## src/rtl/cfu_arb_pkg.sv

```systemverilog
// Shared widths and types for the CFU scratchpad bank arbiter.
package cfu_arb_pkg;

    localparam int DEF_NUM_REQ   = 2;
    localparam int DEF_NUM_BANKS = 4;
    localparam int DEF_ADDR_W    = 14;
    localparam int DEF_DATA_W    = 32;

    localparam int BANK_SEL_W = $clog2(DEF_NUM_BANKS);

    typedef logic [BANK_SEL_W-1:0] bank_sel_t;
    typedef logic [DEF_ADDR_W-1:0] bank_addr_t;

endpackage

```

## src/rtl/rr_bank_grant.sv

```systemverilog
// Round-robin grant for a single bank: picks the first candidate at or
// after the stored pointer, and advances the pointer past the winner.
module rr_bank_grant #(
    parameter int NUM_REQ = 2,
    localparam int PTR_W  = $clog2(NUM_REQ)
) (
    input  logic               clk,
    input  logic               reset_i,
    input  logic [NUM_REQ-1:0] cand_i,
    output logic [NUM_REQ-1:0] grant_o,
    output logic [PTR_W-1:0]   ptr_o
);

    logic [PTR_W-1:0] ptr_q, ptr_d;
    logic [PTR_W-1:0] win;
    logic [PTR_W-1:0] idx;
    logic             found;
    int unsigned      pos;

    // Scan candidates starting at the pointer (mod NUM_REQ) and compute next pointer.
    always_comb begin
        grant_o = '0;
        ptr_d   = ptr_q;
        win     = '0;
        idx     = '0;
        found   = 1'b0;
        pos     = 0;
        for (int unsigned i = 0; i < NUM_REQ; i++) begin
            pos = 32'(ptr_q) + i;
            if (pos >= NUM_REQ) begin
                pos = pos - NUM_REQ;
            end
            idx = PTR_W'(pos);
            if (!found && cand_i[idx]) begin
                found = 1'b1;
                win   = idx;
            end
        end
        if (found) begin
            grant_o[win] = 1'b1;
            ptr_d = (win == PTR_W'(NUM_REQ - 1)) ? '0 : win + 1'b1;
        end
    end

    // Pointer register; holds when the bank has no grant.
    always_ff @(posedge clk) begin
        if (reset_i) begin
            ptr_q <= '0;
        end else begin
            ptr_q <= ptr_d;
        end
    end

    assign ptr_o = ptr_q;

endmodule

```

## src/rtl/cfu_bank_arbiter.sv

```systemverilog
// Per-bank round-robin arbiter sharing the CFU scratchpad banks between
// NUM_REQ read requesters; responses return one cycle after grant.
// Optional arbitration-loss counter: define CFU_ARB_STATS_EN.
module cfu_bank_arbiter
    import cfu_arb_pkg::*;
#(
    parameter int NUM_REQ   = DEF_NUM_REQ,
    parameter int NUM_BANKS = DEF_NUM_BANKS,
    parameter int ADDR_W    = DEF_ADDR_W,
    parameter int DATA_W    = DEF_DATA_W
) (
    input  logic                                 clk,
    input  logic                                 reset,
    input  logic [NUM_REQ-1:0]                   req_valid,
    output logic [NUM_REQ-1:0]                   req_ready,
    input  logic [NUM_REQ*$clog2(NUM_BANKS)-1:0] req_bank,
    input  logic [NUM_REQ*ADDR_W-1:0]            req_addr,
    output logic [NUM_REQ-1:0]                   rsp_valid,
    output logic [NUM_REQ*DATA_W-1:0]            rsp_data,
    output logic [NUM_BANKS*ADDR_W-1:0]          bank_addr,
    output logic [NUM_BANKS-1:0]                 bank_ren,
    input  logic [NUM_BANKS*DATA_W-1:0]          bank_din,
    output logic [31:0]                          stall_count
);

    localparam int SEL_W = $clog2(NUM_BANKS);
    localparam int PTR_W = $clog2(NUM_REQ);

    logic [SEL_W-1:0]   req_bank_s  [NUM_REQ];
    logic [ADDR_W-1:0]  req_addr_s  [NUM_REQ];
    logic [NUM_REQ-1:0] cand        [NUM_BANKS];
    logic [NUM_REQ-1:0] grant       [NUM_BANKS];
    logic [PTR_W-1:0]   ptr_w       [NUM_BANKS];
    logic [ADDR_W-1:0]  bank_addr_q [NUM_BANKS];
    logic [ADDR_W-1:0]  bank_addr_d [NUM_BANKS];
    logic [SEL_W-1:0]   sel_q       [NUM_REQ];
    logic [SEL_W-1:0]   sel_d       [NUM_REQ];
    logic [NUM_REQ-1:0] rsp_valid_q, rsp_valid_d;
    logic [NUM_REQ-1:0] accept;

    // Split the flattened request buses and build per-bank candidate vectors.
    always_comb begin
        for (int unsigned r = 0; r < NUM_REQ; r++) begin
            req_bank_s[r] = req_bank[r*SEL_W +: SEL_W];
            req_addr_s[r] = req_addr[r*ADDR_W +: ADDR_W];
        end
        for (int unsigned b = 0; b < NUM_BANKS; b++) begin
            cand[b] = '0;
            for (int unsigned r = 0; r < NUM_REQ; r++) begin
                cand[b][r] = req_valid[r] && (req_bank_s[r] == SEL_W'(b));
            end
        end
    end

    for (genvar b = 0; b < NUM_BANKS; b++) begin : g_bank
        rr_bank_grant #(
            .NUM_REQ(NUM_REQ)
        ) u_grant (
            .clk    (clk),
            .reset_i(reset),
            .cand_i (cand[b]),
            .grant_o(grant[b]),
            .ptr_o  (ptr_w[b])
        );

        // Pointer must always name a real requester.
        always_comb begin
            assert (32'(ptr_w[b]) < NUM_REQ);
        end
    end

    // Drive each bank from its winner; an idle bank keeps its last address.
    always_comb begin
        bank_ren  = '0;
        bank_addr = '0;
        req_ready = '0;
        for (int unsigned b = 0; b < NUM_BANKS; b++) begin
            bank_addr_d[b] = bank_addr_q[b];
            bank_ren[b]    = |grant[b];
            for (int unsigned r = 0; r < NUM_REQ; r++) begin
                if (grant[b][r]) begin
                    bank_addr_d[b] = req_addr_s[r];
                end
            end
            bank_addr[b*ADDR_W +: ADDR_W] = bank_addr_d[b];
            req_ready = req_ready | grant[b];
        end
    end

    // Remember the last driven address per bank.
    always_ff @(posedge clk) begin
        if (reset) begin
            for (int unsigned b = 0; b < NUM_BANKS; b++) begin
                bank_addr_q[b] <= '0;
            end
        end else begin
            for (int unsigned b = 0; b < NUM_BANKS; b++) begin
                bank_addr_q[b] <= bank_addr_d[b];
            end
        end
    end

    // Capture the bank each accepted request targeted for the return mux.
    always_comb begin
        accept      = req_valid & req_ready;
        rsp_valid_d = accept;
        for (int unsigned r = 0; r < NUM_REQ; r++) begin
            sel_d[r] = accept[r] ? req_bank_s[r] : sel_q[r];
        end
    end

    // Response select and valid registers.
    always_ff @(posedge clk) begin
        if (reset) begin
            rsp_valid_q <= '0;
            for (int unsigned r = 0; r < NUM_REQ; r++) begin
                sel_q[r] <= '0;
            end
        end else begin
            rsp_valid_q <= rsp_valid_d;
            for (int unsigned r = 0; r < NUM_REQ; r++) begin
                sel_q[r] <= sel_d[r];
            end
        end
    end

    // Route bank read data back to each requester.
    always_comb begin
        rsp_data = '0;
        for (int unsigned r = 0; r < NUM_REQ; r++) begin
            rsp_data[r*DATA_W +: DATA_W] = bank_din[32'(sel_q[r])*DATA_W +: DATA_W];
        end
    end

    assign rsp_valid = rsp_valid_q;

`ifdef CFU_ARB_STATS_EN
    logic [31:0] stall_q, stall_d;
    logic [32:0] stall_sum;
    int unsigned losers;

    // Add this cycle's losing requesters, saturating at all-ones.
    always_comb begin
        losers = 0;
        for (int unsigned r = 0; r < NUM_REQ; r++) begin
            if (req_valid[r] && !req_ready[r]) begin
                losers = losers + 1;
            end
        end
        stall_sum = {1'b0, stall_q} + 33'(losers);
        stall_d   = stall_sum[32] ? '1 : stall_sum[31:0];
    end

    // Stall counter register.
    always_ff @(posedge clk) begin
        if (reset) begin
            stall_q <= '0;
        end else begin
            stall_q <= stall_d;
        end
    end

    assign stall_count = stall_q;
`else
    assign stall_count = '0;
`endif

endmodule

```

## config.mk

```make
export PLATFORM = sky130hd
export DESIGN_NAME = cfu_bank_arbiter
export DESIGN_NICKNAME = d
export VERILOG_FILES = /design/src/rtl/cfu_arb_pkg.sv /design/src/rtl/rr_bank_grant.sv /design/src/rtl/cfu_bank_arbiter.sv
export SDC_FILE = /design/constraint.sdc
export NUM_CORES = 1
export LEC_CHECK = 0
export ABC_AREA = 1
export BUFFER_PORTS_ARGS = -buffer_cell sky130_fd_sc_hd__buf_2
export CORE_AREA = 2 2 126 128
export CTS_CLUSTER_DIAMETER = 200
export DETAILED_ROUTE_END_ITERATION = 10
export DIE_AREA = 0 0 128 130
export GPL_TIMING_DRIVEN = 0
export PLACE_DENSITY = 0.64
export SYNTH_ARGS = -nofsm -noshare
export SYNTH_HDL_FRONTEND = slang
export SYNTH_HIERARCHICAL = 1
export SYNTH_SLANG_ARGS = --single-unit
```

## constraint.sdc

```tcl
create_clock -name clk -period 3.6 [get_ports clk]
set_input_delay 0.36 -clock clk [delete_from_list [all_inputs] [get_ports clk]]
set_output_delay 0.36 -clock clk [all_outputs]
set_load 0.01 [all_outputs]
```

==> impl_results.html, run 1 <==
<table>
<tr><th>Metric</th><th>Value</th></tr>
<tr><th colspan="2">Global routing</th></tr>
<tr><td>First-pass GRT wire length</td><td>36710 um</td></tr>
<tr><td>Global-route total usage across every layer</td><td>28.47%</td></tr>
<tr><td>Number of antenna violations at the first check in global routing</td><td>2</td></tr>
<tr><td>Number of global-route vias before repair</td><td>6660</td></tr>
<tr><td>Maximum number of pins on one net before global-route repair</td><td>12</td></tr>
<tr><td>Total grt overflow</td><td>0</td></tr>
<tr><th colspan="2">Clock network</th></tr>
<tr><td>Clock latency of the later-clocked register in the worst-skew pair</td><td>330 ps</td></tr>
<tr><td>TritonCTS clock tree</td><td>built</td></tr>
<tr><td>Maximum buffer depth of the clock tree</td><td>2</td></tr>
<tr><td>Worst-path clk slew</td><td>50 ps</td></tr>
<tr><td>Root Buffer</td><td>sky130_fd_sc_hd__clkbuf_16</td></tr>
<tr><td>Setup bufs post-CTS</td><td>0</td></tr>
<tr><td>Sinks on the clock net</td><td>66</td></tr>
<tr><td>Total CTS buffers</td><td>9</td></tr>
<tr><td>Number of hold-repair buffers added at the cts stage</td><td>0</td></tr>
<tr><td>Maximum level of the CTS H-tree</td><td>3</td></tr>
<tr><td>Number of cells upsized or downsized after cts</td><td>0</td></tr>
<tr><th colspan="2">Die</th></tr>
<tr><td>Die width</td><td>128 um</td></tr>
<tr><td>Full die area</td><td>0.01664 mm^2</td></tr>
<tr><td>Num ports</td><td>324</td></tr>
<tr><td>Number of standard-cell rows in the floorplan</td><td>46</td></tr>
<tr><td>Core ar.</td><td>0.01542 mm^2</td></tr>
<tr><td>Vertical die dimension</td><td>130 um</td></tr>
<tr><td>Initial core utilization</td><td>34.77%</td></tr>
<tr><th colspan="2">Drt</th></tr>
<tr><td>DRC errors left</td><td>0</td></tr>
<tr><td>Number of vias per cell after detailed routing</td><td>5.067</td></tr>
<tr><td>DR vias</td><td>7474</td></tr>
<tr><td>Number of detailed-route iterations in the first pass</td><td>7</td></tr>
<tr><td>Routed WL per cell</td><td>16.93 um</td></tr>
<tr><td>Antenna-violating nets left</td><td>0</td></tr>
<tr><td>Routed wire length</td><td>24980 um</td></tr>
<tr><td>First-iteration detailed-routing DRC count</td><td>706</td></tr>
<tr><th colspan="2">Setup path</th></tr>
<tr><td>Cell type of the slowest stage on the worst timing path</td><td>sky130_fd_sc_hd__o21ai_0</td></tr>
<tr><td>Sequence of cells on the critical path</td><td>buf_2, inv_1, nor3_1, inv_1, nor2_1, inv_1, buf_2, buf_2, o21ai_0, inv_1, buf_2</td></tr>
<tr><td>Largest stage delay, worst path</td><td>320 ps</td></tr>
<tr><td>Data required time at the worst endpoint</td><td>3240 ps</td></tr>
<tr><td>Nature of the critical path endpoint</td><td>output port</td></tr>
<tr><td>Data arrival time of the critical path</td><td>2160 ps</td></tr>
<tr><td>Startpoint types</td><td>primary input</td></tr>
<tr><td>Critical path peak fanout</td><td>10</td></tr>
<tr><td>Crit Path Category</td><td>primary input to output port</td></tr>
<tr><th colspan="2">Timing</th></tr>
<tr><td>Worst-margin pin slew</td><td>622.4 ps</td></tr>
<tr><td>Final Cycle Share</td><td>69.98%</td></tr>
<tr><td>Slew Limit Headroom</td><td>58.51%</td></tr>
<tr><td>Setup violation total in the final timing report</td><td>0</td></tr>
<tr><td>Max Slew Vio Count</td><td>0</td></tr>
<tr><td>Unrepaired setup endpoints after global routing</td><td>false</td></tr>
<tr><td>Clock period minus worst slack</td><td>2519 ps</td></tr>
<tr><td>Final number of hold-violating endpoints</td><td>0</td></tr>
<tr><td>Worst setup skew after layout</td><td>6.131 ps</td></tr>
<tr><td>Max Freq</td><td>396.9 MHz</td></tr>
<tr><td>Post-route setup TNS</td><td>0 ps</td></tr>
<tr><th colspan="2">Placement</th></tr>
<tr><td>Number of buffers inserted by port buffering</td><td>291</td></tr>
<tr><td>Placer Congestion</td><td>0.9169</td></tr>
<tr><td>HPWL after detailed placement</td><td>19850 um</td></tr>
<tr><th colspan="2">Synthesis</th></tr>
<tr><td>Mean cell area of the mapped netlist</td><td>5.688 um^2</td></tr>
<tr><td>Synthesized-area fraction occupied by ao, oa, aoi and oai cells</td><td>29.97%</td></tr>
<tr><td>Number of library cell types mapped by synthesis</td><td>20</td></tr>
<tr><td>Total of warnings raised by yosys</td><td>6</td></tr>
<tr><td>Synthesized-area fraction occupied by and/or/nand/nor cells</td><td>25.24%</td></tr>
<tr><td>Sequential area share after synthesis</td><td>24.63%</td></tr>
<tr><td>Post-synthesis adder-cell area fraction</td><td>0%</td></tr>
<tr><td>Number of synthesized register bits</td><td>66</td></tr>
<tr><td>Main combinational cell family by area after synthesis</td><td>compound AO/OA/AOI/OAI gates</td></tr>
<tr><td>Number of instances in the synthesized netlist</td><td>943</td></tr>
<tr><td>Multiplexer fraction of the synthesized cell area</td><td>0%</td></tr>
<tr><td>Netlist area before placement</td><td>0.005364 mm^2</td></tr>
<tr><td>Post-synthesis xor/xnor area fraction</td><td>0%</td></tr>
<tr><th colspan="2">Power and ir drop</th></tr>
<tr><td>Switching portion of total power</td><td>33.99%</td></tr>
<tr><td>Net load switching power</td><td>0.9402 mW</td></tr>
<tr><td>Sequential share of power</td><td>28.7%</td></tr>
<tr><td>Portion of total power attributed to the clock network</td><td>35.8%</td></tr>
<tr><td>Pwr Density</td><td>368.0 mW/mm^2</td></tr>
<tr><td>Share of total power in combinational logic</td><td>35.5%</td></tr>
<tr><td>Worst-case vdd ir drop</td><td>0.0003355 V</td></tr>
<tr><td>Internal power of the cells</td><td>1.826 mW</td></tr>
<tr><td>Post-layout total power</td><td>2.766 mW</td></tr>
<tr><td>Leakage</td><td>4.267 nW</td></tr>
<tr><th colspan="2">Final layout</th></tr>
<tr><td>Most common cell after layout, fill and taps aside</td><td>sky130_fd_sc_hd__buf_2</td></tr>
<tr><td>Share of cells above drive strength 1</td><td>29.90%</td></tr>
<tr><td>Filler cell count</td><td>1752</td></tr>
<tr><td>Layout area overhead</td><td>40.14%</td></tr>
<tr><td>Final core occ</td><td>48.73%</td></tr>
<tr><td>Final nets</td><td>1440</td></tr>
<tr><td>Most used cells in the layout excluding fill and tap cells</td><td>sky130_fd_sc_hd__buf_2, sky130_fd_sc_hd__o21ai_0, sky130_fd_sc_hd__nor2_1</td></tr>
<tr><th colspan="2">Run</th></tr>
<tr><td>Number of violations of the max-capacitance limit</td><td>0</td></tr>
<tr><th colspan="2">Status</th></tr>
<tr><td>Status</td><td>finished clean</td></tr>
<tr><th colspan="2">Worst hold path</th></tr>
<tr><td>Worst min path class</td><td>primary input to flip-flop</td></tr>
</table>
[critical path: cells and delay by family]
family                 cells  cell delay, ps
AOI/OAI and AO/OA          1             320
and+or+nand+nor            2             480
buffers and inverters      8            1010
[cells in the mapped netlist]
library cell,instances,area [um^2]
sky130_fd_sc_hd__o21ai_0,179,895.9
sky130_fd_sc_hd__nor2_1,142,533.0
sky130_fd_sc_hd__nand2_1,128,480.5
sky130_fd_sc_hd__inv_1,108,405.4
sky130_fd_sc_hd__o21ai_1,73,365.4
sky130_fd_sc_hd__dfxtp_1,66,1321
sky130_fd_sc_hd__a21oi_1,65,325.3
sky130_fd_sc_hd__nand3_1,60,300.3
sky130_fd_sc_hd__buf_4,42,315.3
sky130_fd_sc_hd__clkbuf_1,29,108.9
sky130_fd_sc_hd__buf_2,13,65.06
sky130_fd_sc_hd__buf_6,10,112.6
sky130_fd_sc_hd__nor3_1,8,40.04
sky130_fd_sc_hd__inv_2,6,22.52
sky130_fd_sc_hd__buf_1,4,15.01
sky130_fd_sc_hd__clkbuf_2,4,20.02
sky130_fd_sc_hd__inv_4,2,12.51
sky130_fd_sc_hd__o22ai_1,2,12.51
sky130_fd_sc_hd__a21oi_2,1,8.760
sky130_fd_sc_hd__conb_1,1,3.750
[power groups by stage]
stage	sequential (mW)	combinational [mW]	clock, mW
2_1_floorplan	0.806	0.532	0
3_3_place_gp	0.808	0.964	0
3_5_place_dp	0.809	0.967	0
4_1_cts	0.794	0.971	0.999
5_1_grt	0.798	1.08	1.04
6_report	0.794	0.981	0.991
[stage by stage]
step | hold slack [ps] | setup WS, ps | instances | area (um^2)
final | 294.8 | 1081 | 1475 | 7517
after global routing | 306.7 | 838.3 | 1475 | 7517
after CTS | 292.9 | 1125 | 1473 | 7512
after detailed placement | 521.8 | 1126 | 1457 | 7177
after global placement | 520.0 | 1127 | 1457 | 7177
after floorplan | 432.4 | 1724 | 974 | 5480
[area by class of cell]
cell class / count / area (um^2) / share of cell area, %
plain buffers: 102 / 636.9 / 8.472
clock buffers: 11 / 232.7 / 3.096
repair buffers: 291 / 1456 / 19.37
clock inverters: 5 / 102.6 / 1.365
inverters: 116 / 440.4 / 5.859
multi-input cells: 690 / 3082 / 41.00
diodes: 2 / 5.005 / 0.06658
well taps: 192 / 240.2 / 3.196
flip-flops and latches: 66 / 1321 / 17.58
[layer usage]
layer / vias up / share of wire (%) / GRT usage (%)
li1: 3661 / - / -
met1: 3401 / 40 / 35.22
met2: 371 / 48 / 49.73
met3: 41 / 8.2 / 4.428
met4: 0 / 3.1 / 11.51
met5: - / 0 / 0
[worst paths after layout]
path                           start                 to  slack, ps  cells past startpoint
max                      req_bank[2]      bank_addr[17]       1080                     11
min                     req_valid[1]       rsp_valid[1]        290                      3
max reg2reg  g_bank[1].u_grant/ptr_o  bank_addr_q[1][3]       2010                      7
min reg2reg              sel_q[0][1]        sel_q[0][1]        530                      2
[kinds of logic after synthesis]
group                  after synthesis
other                                1
AOI/OAI and AO/OA                  320
DFF                                 66
buffers and inverters              218
and+or+nand+nor                    338
[flip-flops by register name, indices dropped and copies added (netlist names)]
| name | cells |
|---|---|
| bank_addr_q | 56 |
| g_bank.u_grant/ptr_o | 4 |
| rsp_valid | 2 |
| sel_q | 4 |
Power figures use the tool's default switching activity.
==> inputs of run 2 (changes only) <==
--- a/config.mk
+++ b/config.mk
@@ -12,7 +12,7 @@
 export DETAILED_ROUTE_END_ITERATION = 10
 export DIE_AREA = 0 0 128 130
 export GPL_TIMING_DRIVEN = 0
-export PLACE_DENSITY = 0.64
+export PLACE_DENSITY = 0.67
 export SYNTH_ARGS = -nofsm -noshare
 export SYNTH_HDL_FRONTEND = slang
 export SYNTH_HIERARCHICAL = 1
==> constraint.sdc (replaced) <==
create_clock -name clk -period 2.2 [get_ports clk]
set_input_delay 0.22 -clock clk [delete_from_list [all_inputs] [get_ports clk]]
set_output_delay 0.22 -clock clk [all_outputs]
set_load 0.01 [all_outputs]
==> run 2 against run 1 <==
Worst hold slack got worse by 140 ps; sequential share of layout area decreased by 0.10 points; power increased by 61%; combinational power increased by 66%; worst setup slack got worse by 1000 ps; first-iteration DRC count decreased by 18%; sequential cell count unchanged; non-clock buffer count unchanged; core utilization increased by 0.29 points; final cell count decreased by 0.14%; clock-buffer cell count unchanged; critical path type is now flip-flop to output port; register-to-register slack got worse by 1300 ps.
==> impl_results.html, run 2 (same netlist as run 1, synthesis figures left out) <==
<table>
<tr><th>Metric</th><th>Value</th></tr>
<tr><th colspan="2">Status</th></tr>
<tr><td>Status</td><td>finished clean</td></tr>
<tr><th colspan="2">Clock network</th></tr>
<tr><td>Setup bufs post-CTS</td><td>0</td></tr>
<tr><td>Clock latency of the later-clocked register in the worst-skew pair</td><td>320 ps</td></tr>
<tr><td>Maximum buffer depth of the clock tree</td><td>2</td></tr>
<tr><td>Root Buffer</td><td>sky130_fd_sc_hd__clkbuf_16</td></tr>
<tr><td>Maximum level of the CTS H-tree</td><td>3</td></tr>
<tr><td>Worst-path clk slew</td><td>60 ps</td></tr>
<tr><td>Total CTS buffers</td><td>9</td></tr>
<tr><td>TritonCTS clock tree</td><td>built</td></tr>
<tr><td>Sinks on the clock net</td><td>66</td></tr>
<tr><th colspan="2">Timing</th></tr>
<tr><td>Final Cycle Share</td><td>96.61%</td></tr>
<tr><td>Slew Limit Headroom</td><td>58.33%</td></tr>
<tr><td>Clock period minus worst slack</td><td>2125 ps</td></tr>
<tr><td>Worst setup skew after layout</td><td>5.386 ps</td></tr>
<tr><td>Worst-margin pin slew</td><td>625.0 ps</td></tr>
<tr><td>Max Freq</td><td>470.5 MHz</td></tr>
<tr><td>Minimum setup slack in the final design</td><td>74.69 ps</td></tr>
<tr><td>Setup violation total in the final timing report</td><td>0</td></tr>
<tr><td>Post-route setup TNS</td><td>0 ps</td></tr>
<tr><td>Final number of hold-violating endpoints</td><td>0</td></tr>
<tr><td>Max Slew Vio Count</td><td>0</td></tr>
<tr><th colspan="2">Die</th></tr>
<tr><td>Initial core utilization</td><td>34.77%</td></tr>
<tr><td>Vertical die dimension</td><td>130 um</td></tr>
<tr><td>Die width</td><td>128 um</td></tr>
<tr><td>Number of standard-cell rows in the floorplan</td><td>46</td></tr>
<tr><td>Core ar.</td><td>0.01542 mm^2</td></tr>
<tr><td>Full die area</td><td>0.01664 mm^2</td></tr>
<tr><td>Num ports</td><td>324</td></tr>
<tr><th colspan="2">Power and ir drop</th></tr>
<tr><td>Sequential share of power</td><td>29.1%</td></tr>
<tr><td>Leakage</td><td>4.292 nW</td></tr>
<tr><td>Share of total power in combinational logic</td><td>36.6%</td></tr>
<tr><td>Post-layout total power</td><td>4.459 mW</td></tr>
<tr><td>Internal power of the cells</td><td>2.891 mW</td></tr>
<tr><td>Portion of total power attributed to the clock network</td><td>34.3%</td></tr>
<tr><td>Net load switching power</td><td>1.568 mW</td></tr>
<tr><td>Switching portion of total power</td><td>35.17%</td></tr>
<tr><td>Worst-case vdd ir drop</td><td>0.0004804 V</td></tr>
<tr><td>Pwr Density</td><td>589.7 mW/mm^2</td></tr>
<tr><th colspan="2">Setup path</th></tr>
<tr><td>Data arrival time of the critical path</td><td>1910 ps</td></tr>
<tr><td>Nature of the critical path endpoint</td><td>output port</td></tr>
<tr><td>Startpoint types</td><td>flip-flop</td></tr>
<tr><td>Critical path origin</td><td>sel_q[0][0]</td></tr>
<tr><td>Critical path peak fanout</td><td>10</td></tr>
<tr><td>Data required time at the worst endpoint</td><td>1980 ps</td></tr>
<tr><td>Crit Path Category</td><td>flip-flop to output port</td></tr>
<tr><td>Startpoint of the worst-slack reg-to-reg timing path</td><td>g_bank[1].u_grant/ptr_o</td></tr>
<tr><th colspan="2">Final layout</th></tr>
<tr><td>Most common cell after layout, fill and taps aside</td><td>sky130_fd_sc_hd__buf_2</td></tr>
<tr><td>Most used cells in the layout excluding fill and tap cells</td><td>sky130_fd_sc_hd__buf_2, sky130_fd_sc_hd__o21ai_0, sky130_fd_sc_hd__nor2_1</td></tr>
<tr><td>Layout area overhead</td><td>40.98%</td></tr>
<tr><td>Number of inserted diodes</td><td>0</td></tr>
<tr><td>Final core occ</td><td>49.03%</td></tr>
<tr><td>Final nets</td><td>1440</td></tr>
<tr><td>Share of cells above drive strength 1</td><td>30.99%</td></tr>
<tr><td>Flip-flop count of the largest register, all copies and words added</td><td>56</td></tr>
<tr><td>Top reg by flops</td><td>bank_addr_q</td></tr>
<tr><th colspan="2">Run</th></tr>
<tr><td>Number of violations of the max-capacitance limit</td><td>0</td></tr>
<tr><th colspan="2">Drt</th></tr>
<tr><td>DRC errors left</td><td>0</td></tr>
<tr><td>Antenna-violating nets left</td><td>0</td></tr>
<tr><td>DR vias</td><td>7527</td></tr>
<tr><td>Number of detailed-route iterations in the first pass</td><td>5</td></tr>
<tr><td>Routed wire length</td><td>24760 um</td></tr>
<tr><td>Routed WL per cell</td><td>16.81 um</td></tr>
<tr><td>Number of vias per cell after detailed routing</td><td>5.110</td></tr>
<tr><td>First-iteration detailed-routing DRC count</td><td>581</td></tr>
<tr><th colspan="2">Global routing</th></tr>
<tr><td>Number of antenna violations at the first check in global routing</td><td>0</td></tr>
<tr><td>Maximum number of pins on one net before global-route repair</td><td>13</td></tr>
<tr><td>Number of global-route vias before repair</td><td>6701</td></tr>
<tr><td>Global-route total usage across every layer</td><td>28.02%</td></tr>
<tr><td>First-pass GRT wire length</td><td>36320 um</td></tr>
<tr><td>Total grt overflow</td><td>0</td></tr>
<tr><th colspan="2">Placement</th></tr>
<tr><td>Placer Congestion</td><td>0.9442</td></tr>
<tr><td>Post-placement worst setup slack</td><td>-19.58 ps</td></tr>
<tr><td>Number of buffers inserted by port buffering</td><td>291</td></tr>
<tr><td>HPWL after detailed placement</td><td>19900 um</td></tr>
<tr><th colspan="2">Worst hold path</th></tr>
<tr><td>Hold path startpoint</td><td>reset</td></tr>
<tr><td>Worst min path class</td><td>primary input to flip-flop</td></tr>
</table>
[run 2: through the flow]
step | hold WS (ps) | cell area, um^2 | std cells
6_report | 156.9 | 7562 | 1473
5_1_grt | 169.8 | 7562 | 1473
4_1_cts | 155.7 | 7496 | 1473
3_5_place_dp | 499.0 | 7177 | 1457
3_3_place_gp | 496.3 | 7177 | 1457
2_1_floorplan | 292.4 | 5480 | 974
[run 2: critical path: stages, from the launching register on]
cell	delay (ps)
sky130_fd_sc_hd__dfxtp_1	320
sky130_fd_sc_hd__buf_6	140
sky130_fd_sc_hd__clkbuf_1	420
sky130_fd_sc_hd__nor2_1	100
sky130_fd_sc_hd__o21ai_0	370
sky130_fd_sc_hd__buf_2	220
[run 2: layer usage]
metal / vias to the layer above / wire length [um] / GRT usage [%] / part of all wire [%]
li1: 3664 / - / - / -
met1: 3393 / 10060 / 34.91 / 41
met2: 409 / 11530 / 48.00 / 47
met3: 61 / 2141 / 5.371 / 8.6
met4: 0 / 1018 / 11.05 / 4.1
met5: - / 0 / 0 / 0
[run 2: worst paths after layout]
path              slack [ps]  cells past startpoint                      end
setup / recovery          70                      5              rsp_data[4]
hold / removal           160                      2  g_bank[2].u_grant/ptr_o
setup reg to reg         700                      7        bank_addr_q[1][2]
hold reg to reg          550                      2  g_bank[0].u_grant/ptr_o
[run 2: area by class of cell]
| cell class | instances | area [um^2] |
|---|---|---|
| Sequential cell | 66 | 1321 |
| Buffer | 102 | 660.6 |
| Timing Repair Buffer | 291 | 1456 |
| Clock buffer | 11 | 232.7 |
| Tap cell | 192 | 240.2 |
| Multi-Input combinational cell | 690 | 3124 |
| Fill cell | 1724 | 7863 |
| Clock inverter | 5 | 86.33 |
| Inverter | 116 | 440.4 |
[run 2: repair_timing]
item | 4_1_cts | 5_1_grt
hold buffers | 0 | 0
setup endpoints to repair | 2 | 56
resized for setup | 2 | 42
[run 2: power groups by stage]
| stage | Combinational [mW] | Clock, mW | Sequential (mW) |
|---|---|---|---|
| after floorplan | 0.871 | 0 | 1.32 |
| after global placement | 1.58 | 0 | 1.32 |
| after detailed placement | 1.59 | 0 | 1.32 |
| after CTS | 1.60 | 1.56 | 1.30 |
| after global routing | 1.78 | 1.62 | 1.31 |
| final | 1.63 | 1.53 | 1.30 |
==> inputs of run 3 (changes only) <==
--- a/config.mk
+++ b/config.mk
@@ -5,13 +5,12 @@
 export SDC_FILE = /design/constraint.sdc
 export NUM_CORES = 1
 export LEC_CHECK = 0
-export ABC_AREA = 1
 export BUFFER_PORTS_ARGS = -buffer_cell sky130_fd_sc_hd__buf_2
-export CORE_AREA = 2 2 126 128
+export CAP_MARGIN = 5
+export CORE_AREA = 2 2 125 127
 export CTS_CLUSTER_DIAMETER = 200
 export DETAILED_ROUTE_END_ITERATION = 10
-export DIE_AREA = 0 0 128 130
-export GPL_TIMING_DRIVEN = 0
+export DIE_AREA = 0 0 127 129
 export PLACE_DENSITY = 0.67
 export SYNTH_ARGS = -nofsm -noshare
 export SYNTH_HDL_FRONTEND = slang
==> run 3 against run 2 <==
Die area is 1.5% lower; largest power group is now the clock network; highest routed layer is now met5; via count is 32% lower; synthesized area is 2.1% lower; synthesized cell count is 48% lower; clock power hardly changed; combinational power is 18% lower; worst hold slack better by 17 ps; core utilization is 1.0 points lower.
==> impl_results.html, run 3 <==
<table>
<tr><th>Metric</th><th>Value</th></tr>
<tr><th colspan="2">Clock network</th></tr>
<tr><td>Sinks on the clock net</td><td>66</td></tr>
<tr><td>TritonCTS clock tree</td><td>built</td></tr>
<tr><td>Clock latency of the later-clocked register in the worst-skew pair</td><td>330 ps</td></tr>
<tr><td>Worst-path clk slew</td><td>60 ps</td></tr>
<tr><td>Maximum level of the CTS H-tree</td><td>3</td></tr>
<tr><td>Root Buffer</td><td>sky130_fd_sc_hd__clkbuf_16</td></tr>
<tr><td>Maximum buffer depth of the clock tree</td><td>2</td></tr>
<tr><td>Total CTS buffers</td><td>9</td></tr>
<tr><th colspan="2">Timing</th></tr>
<tr><td>Worst setup skew after layout</td><td>10.72 ps</td></tr>
<tr><td>Final Cycle Share</td><td>94.40%</td></tr>
<tr><td>Clock period minus worst slack</td><td>2077 ps</td></tr>
<tr><td>Setup violation total in the final timing report</td><td>0</td></tr>
<tr><td>Minimum setup slack in the final design</td><td>123.3 ps</td></tr>
<tr><td>Worst-margin pin slew</td><td>618.6 ps</td></tr>
<tr><td>Final number of hold-violating endpoints</td><td>0</td></tr>
<tr><td>Max Freq</td><td>481.5 MHz</td></tr>
<tr><td>Slew Limit Headroom</td><td>58.76%</td></tr>
<tr><td>Max Slew Vio Count</td><td>0</td></tr>
<tr><th colspan="2">Synthesis</th></tr>
<tr><td>Post-synthesis xor/xnor area fraction</td><td>0%</td></tr>
<tr><td>Leading area contributor after synthesis</td><td>sky130_fd_sc_hd__mux4_2</td></tr>
<tr><td>Cell types with the largest area share after synthesis</td><td>sky130_fd_sc_hd__mux4_2, sky130_fd_sc_hd__dfxtp_1, sky130_fd_sc_hd__mux2i_1</td></tr>
<tr><td>Multiplexer fraction of the synthesized cell area</td><td>38.90%</td></tr>
<tr><td>Mean cell area of the mapped netlist</td><td>10.71 um^2</td></tr>
<tr><td>Synthesized-area fraction occupied by and/or/nand/nor cells</td><td>10.04%</td></tr>
<tr><td>Sequential area share after synthesis</td><td>25.17%</td></tr>
<tr><td>Async set or reset register ratio after synthesis</td><td>0%</td></tr>
<tr><td>Number of synthesized register bits</td><td>66</td></tr>
<tr><td>Number of flops mapped to enable cells by yosys</td><td>0</td></tr>
<tr><td>Synthesized-area fraction occupied by ao, oa, aoi and oai cells</td><td>15.49%</td></tr>
<tr><td>Number of instances in the synthesized netlist</td><td>490</td></tr>
<tr><td>Total of warnings raised by yosys</td><td>6</td></tr>
<tr><td>Netlist area before placement</td><td>0.005249 mm^2</td></tr>
<tr><td>Main combinational cell family by area after synthesis</td><td>multiplexers</td></tr>
<tr><td>Most numerous cell in the Yosys netlist</td><td>sky130_fd_sc_hd__dfxtp_1</td></tr>
<tr><td>Most frequent cells after synthesis</td><td>sky130_fd_sc_hd__dfxtp_1, sky130_fd_sc_hd__mux4_2, sky130_fd_sc_hd__a211oi_1, sky130_fd_sc_hd__mux2i_1, sky130_fd_sc_hd__nor2b_1</td></tr>
<tr><td>Commonest register cell after synthesis</td><td>sky130_fd_sc_hd__dfxtp_1</td></tr>
<tr><td>Post-synth top area share</td><td>27.46%</td></tr>
<tr><td>Number of library cell types mapped by synthesis</td><td>24</td></tr>
<tr><td>Post-synthesis adder-cell area fraction</td><td>0%</td></tr>
<tr><th colspan="2">Final layout</th></tr>
<tr><td>Flip-flop count of the largest register, all copies and words added</td><td>56</td></tr>
<tr><td>Top reg by flops</td><td>bank_addr_q</td></tr>
<tr><td>Area of all placed cells without fillers</td><td>0.007187 mm^2</td></tr>
<tr><td>Most used cells in the layout excluding fill and tap cells</td><td>sky130_fd_sc_hd__buf_2, sky130_fd_sc_hd__mux4_2, sky130_fd_sc_hd__dfxtp_1</td></tr>
<tr><td>Layout area overhead</td><td>36.92%</td></tr>
<tr><td>Share of cells above drive strength 1</td><td>52.58%</td></tr>
<tr><td>Most common cell after layout, fill and taps aside</td><td>sky130_fd_sc_hd__buf_2</td></tr>
<tr><td>Final nets</td><td>934</td></tr>
<tr><td>Final core occ</td><td>47.99%</td></tr>
<tr><th colspan="2">Placement</th></tr>
<tr><td>Number of buffers inserted by port buffering</td><td>291</td></tr>
<tr><td>HPWL after detailed placement</td><td>15390 um</td></tr>
<tr><td>Post-placement worst setup slack</td><td>195.5 ps</td></tr>
<tr><td>Placer Congestion</td><td>0.8360</td></tr>
<tr><td>Area post-placement</td><td>0.006848 mm^2</td></tr>
<tr><th colspan="2">Setup path</th></tr>
<tr><td>Cell occurring most often along the worst timing path</td><td>sky130_fd_sc_hd__buf_2</td></tr>
<tr><td>Largest stage delay, worst path</td><td>410 ps</td></tr>
<tr><td>Worst path bufs/invs</td><td>3</td></tr>
<tr><td>Kind of cell adding the most delay to the critical path</td><td>buffers and inverters</td></tr>
<tr><td>Data required time at the worst endpoint</td><td>1980 ps</td></tr>
<tr><td>Startpoint types</td><td>primary input</td></tr>
<tr><td>Data arrival time of the critical path</td><td>1860 ps</td></tr>
<tr><td>Nature of the critical path endpoint</td><td>output port</td></tr>
<tr><td>Sequence of cells on the critical path</td><td>buf_2, nor3b_1, a21boi_2, buf_4, mux2i_1, a21oi_1, buf_2</td></tr>
<tr><td>Critical path peak fanout</td><td>8</td></tr>
<tr><td>Crit Path Category</td><td>primary input to output port</td></tr>
<tr><td>Cell type of the slowest stage on the worst timing path</td><td>sky130_fd_sc_hd__nor3b_1</td></tr>
<tr><th colspan="2">Die</th></tr>
<tr><td>Die width</td><td>127 um</td></tr>
<tr><td>Num ports</td><td>324</td></tr>
<tr><td>Full die area</td><td>0.01638 mm^2</td></tr>
<tr><td>Number of standard-cell rows in the floorplan</td><td>45</td></tr>
<tr><td>Initial core utilization</td><td>35.05%</td></tr>
<tr><td>Core ar.</td><td>0.01498 mm^2</td></tr>
<tr><td>Vertical die dimension</td><td>129 um</td></tr>
<tr><th colspan="2">Drt</th></tr>
<tr><td>DR vias</td><td>5135</td></tr>
<tr><td>Antenna-violating nets left</td><td>0</td></tr>
<tr><td>First-iteration detailed-routing DRC count</td><td>179</td></tr>
<tr><td>Number of detailed-route iterations in the first pass</td><td>4</td></tr>
<tr><td>DRC errors left</td><td>0</td></tr>
<tr><td>Routed wire length</td><td>19330 um</td></tr>
<tr><td>Number of vias per cell after detailed routing</td><td>5.321</td></tr>
<tr><td>Routed WL per cell</td><td>20.03 um</td></tr>
<tr><th colspan="2">Power and ir drop</th></tr>
<tr><td>Pwr Density</td><td>585.0 mW/mm^2</td></tr>
<tr><td>Post-layout total power</td><td>4.204 mW</td></tr>
<tr><td>Worst-case vdd ir drop</td><td>0.0003815 V</td></tr>
<tr><td>Leakage</td><td>3.069 nW</td></tr>
<tr><th colspan="2">Global routing</th></tr>
<tr><td>Total grt overflow</td><td>0</td></tr>
<tr><td>Global-route total usage across every layer</td><td>22.43%</td></tr>
<tr><td>Number of global-route vias before repair</td><td>4997</td></tr>
<tr><td>First-pass GRT wire length</td><td>28260 um</td></tr>
<tr><td>Number of antenna violations at the first check in global routing</td><td>5</td></tr>
<tr><td>Maximum number of pins on one net before global-route repair</td><td>40</td></tr>
<tr><th colspan="2">Run</th></tr>
<tr><td>Number of violations of the max-capacitance limit</td><td>0</td></tr>
<tr><th colspan="2">Status</th></tr>
<tr><td>Status</td><td>finished clean</td></tr>
<tr><th colspan="2">Worst hold path</th></tr>
<tr><td>Worst min path class</td><td>primary input to flip-flop</td></tr>
</table>
[run 3: cell types whose count changed in the layout (fill, tap and decap cells not counted), sizes merged, moves of 42 or more]
cell	before	now
inv	117	8
a211oi	0	60
nor2	142	6
mux4	0	64
buf	359	317
mux2i	0	60
nand3	60	0
nor2b	0	58
nand2	128	2
o21ai	252	0
[run 3: worst paths after layout]
kind                      startpoint  slack, ps      endpoint  cells past startpoint
max                      req_bank[1]        120  bank_addr[8]                      7
min                      req_bank[1]        170   sel_q[0][1]                      3
max reg2reg  g_bank[3].u_grant/ptr_o        660   sel_q[0][2]                      5
min reg2reg              sel_q[0][0]        510   sel_q[0][0]                      2
[run 3: through the flow]
stage                     TNS (ps)  hold WS [ps]  cells
after CTS                        0         171.7    962
after detailed placement         0         503.4    947
final                            0         173.4    965
after global routing       -0.8695         190.6    964
after floorplan                  0         298.5    521
after global placement           0         495.6    947
[run 3: worst register-to-register path: stages (launching register included)]
cell                       delay (ps)
sky130_fd_sc_hd__dfxtp_1          420
sky130_fd_sc_hd__inv_1             80
sky130_fd_sc_hd__a21boi_2         230
sky130_fd_sc_hd__buf_4            270
sky130_fd_sc_hd__o41a_1           280
sky130_fd_sc_hd__mux2i_1          200
[run 3: area by class of cell]
| class | instances | area (um^2) |
|---|---|---|
| Sequential cell | 66 | 1326 |
| Clock buffer | 13 | 260.3 |
| Tap cell | 188 | 235.2 |
| Clock inverter | 2 | 60.06 |
| Inverter | 8 | 30.03 |
| Fill cell | 1436 | 7790 |
| Multi-Input combinational cell | 368 | 3528 |
| Timing Repair Buffer | 317 | 1739 |
| Antenna cell | 3 | 7.507 |
[run 3: metal layers]
metal  GRT usage, %  wire, um  vias to the layer above
met4          6.593       477                        4
met2          40.77      9908                      231
met3          6.611      1620                       33
met5              0        29                        -
li1               -         -                     2397
met1          25.60      7293                     2470
[run 3: cells by family (layout without fill, tap and decap cells)]
kind of cell           count (synthesis)  count (layout)
AOI/OAI and AO/OA                    126             126
buffers and inverters                 87             340
DFF                                   66              66
muxes                                124             124
other                                  1              35
and+or+nand+nor                       86              86
[run 3: repair_timing]
action	in CTS	in global routing
resized for setup	0	2
hold buffers	0	0
buffers inserted	0	0
endpoints found under the setup margin	0	5
[run 3: power by group]
part / internal, mW / leakage (nW) / switching, mW
Sequential: 1.28 / 0.543 / 0.0426
Combinational: 0.643 / 2.37 / 0.689
Clock: 1.05 / 0.156 / 0.505
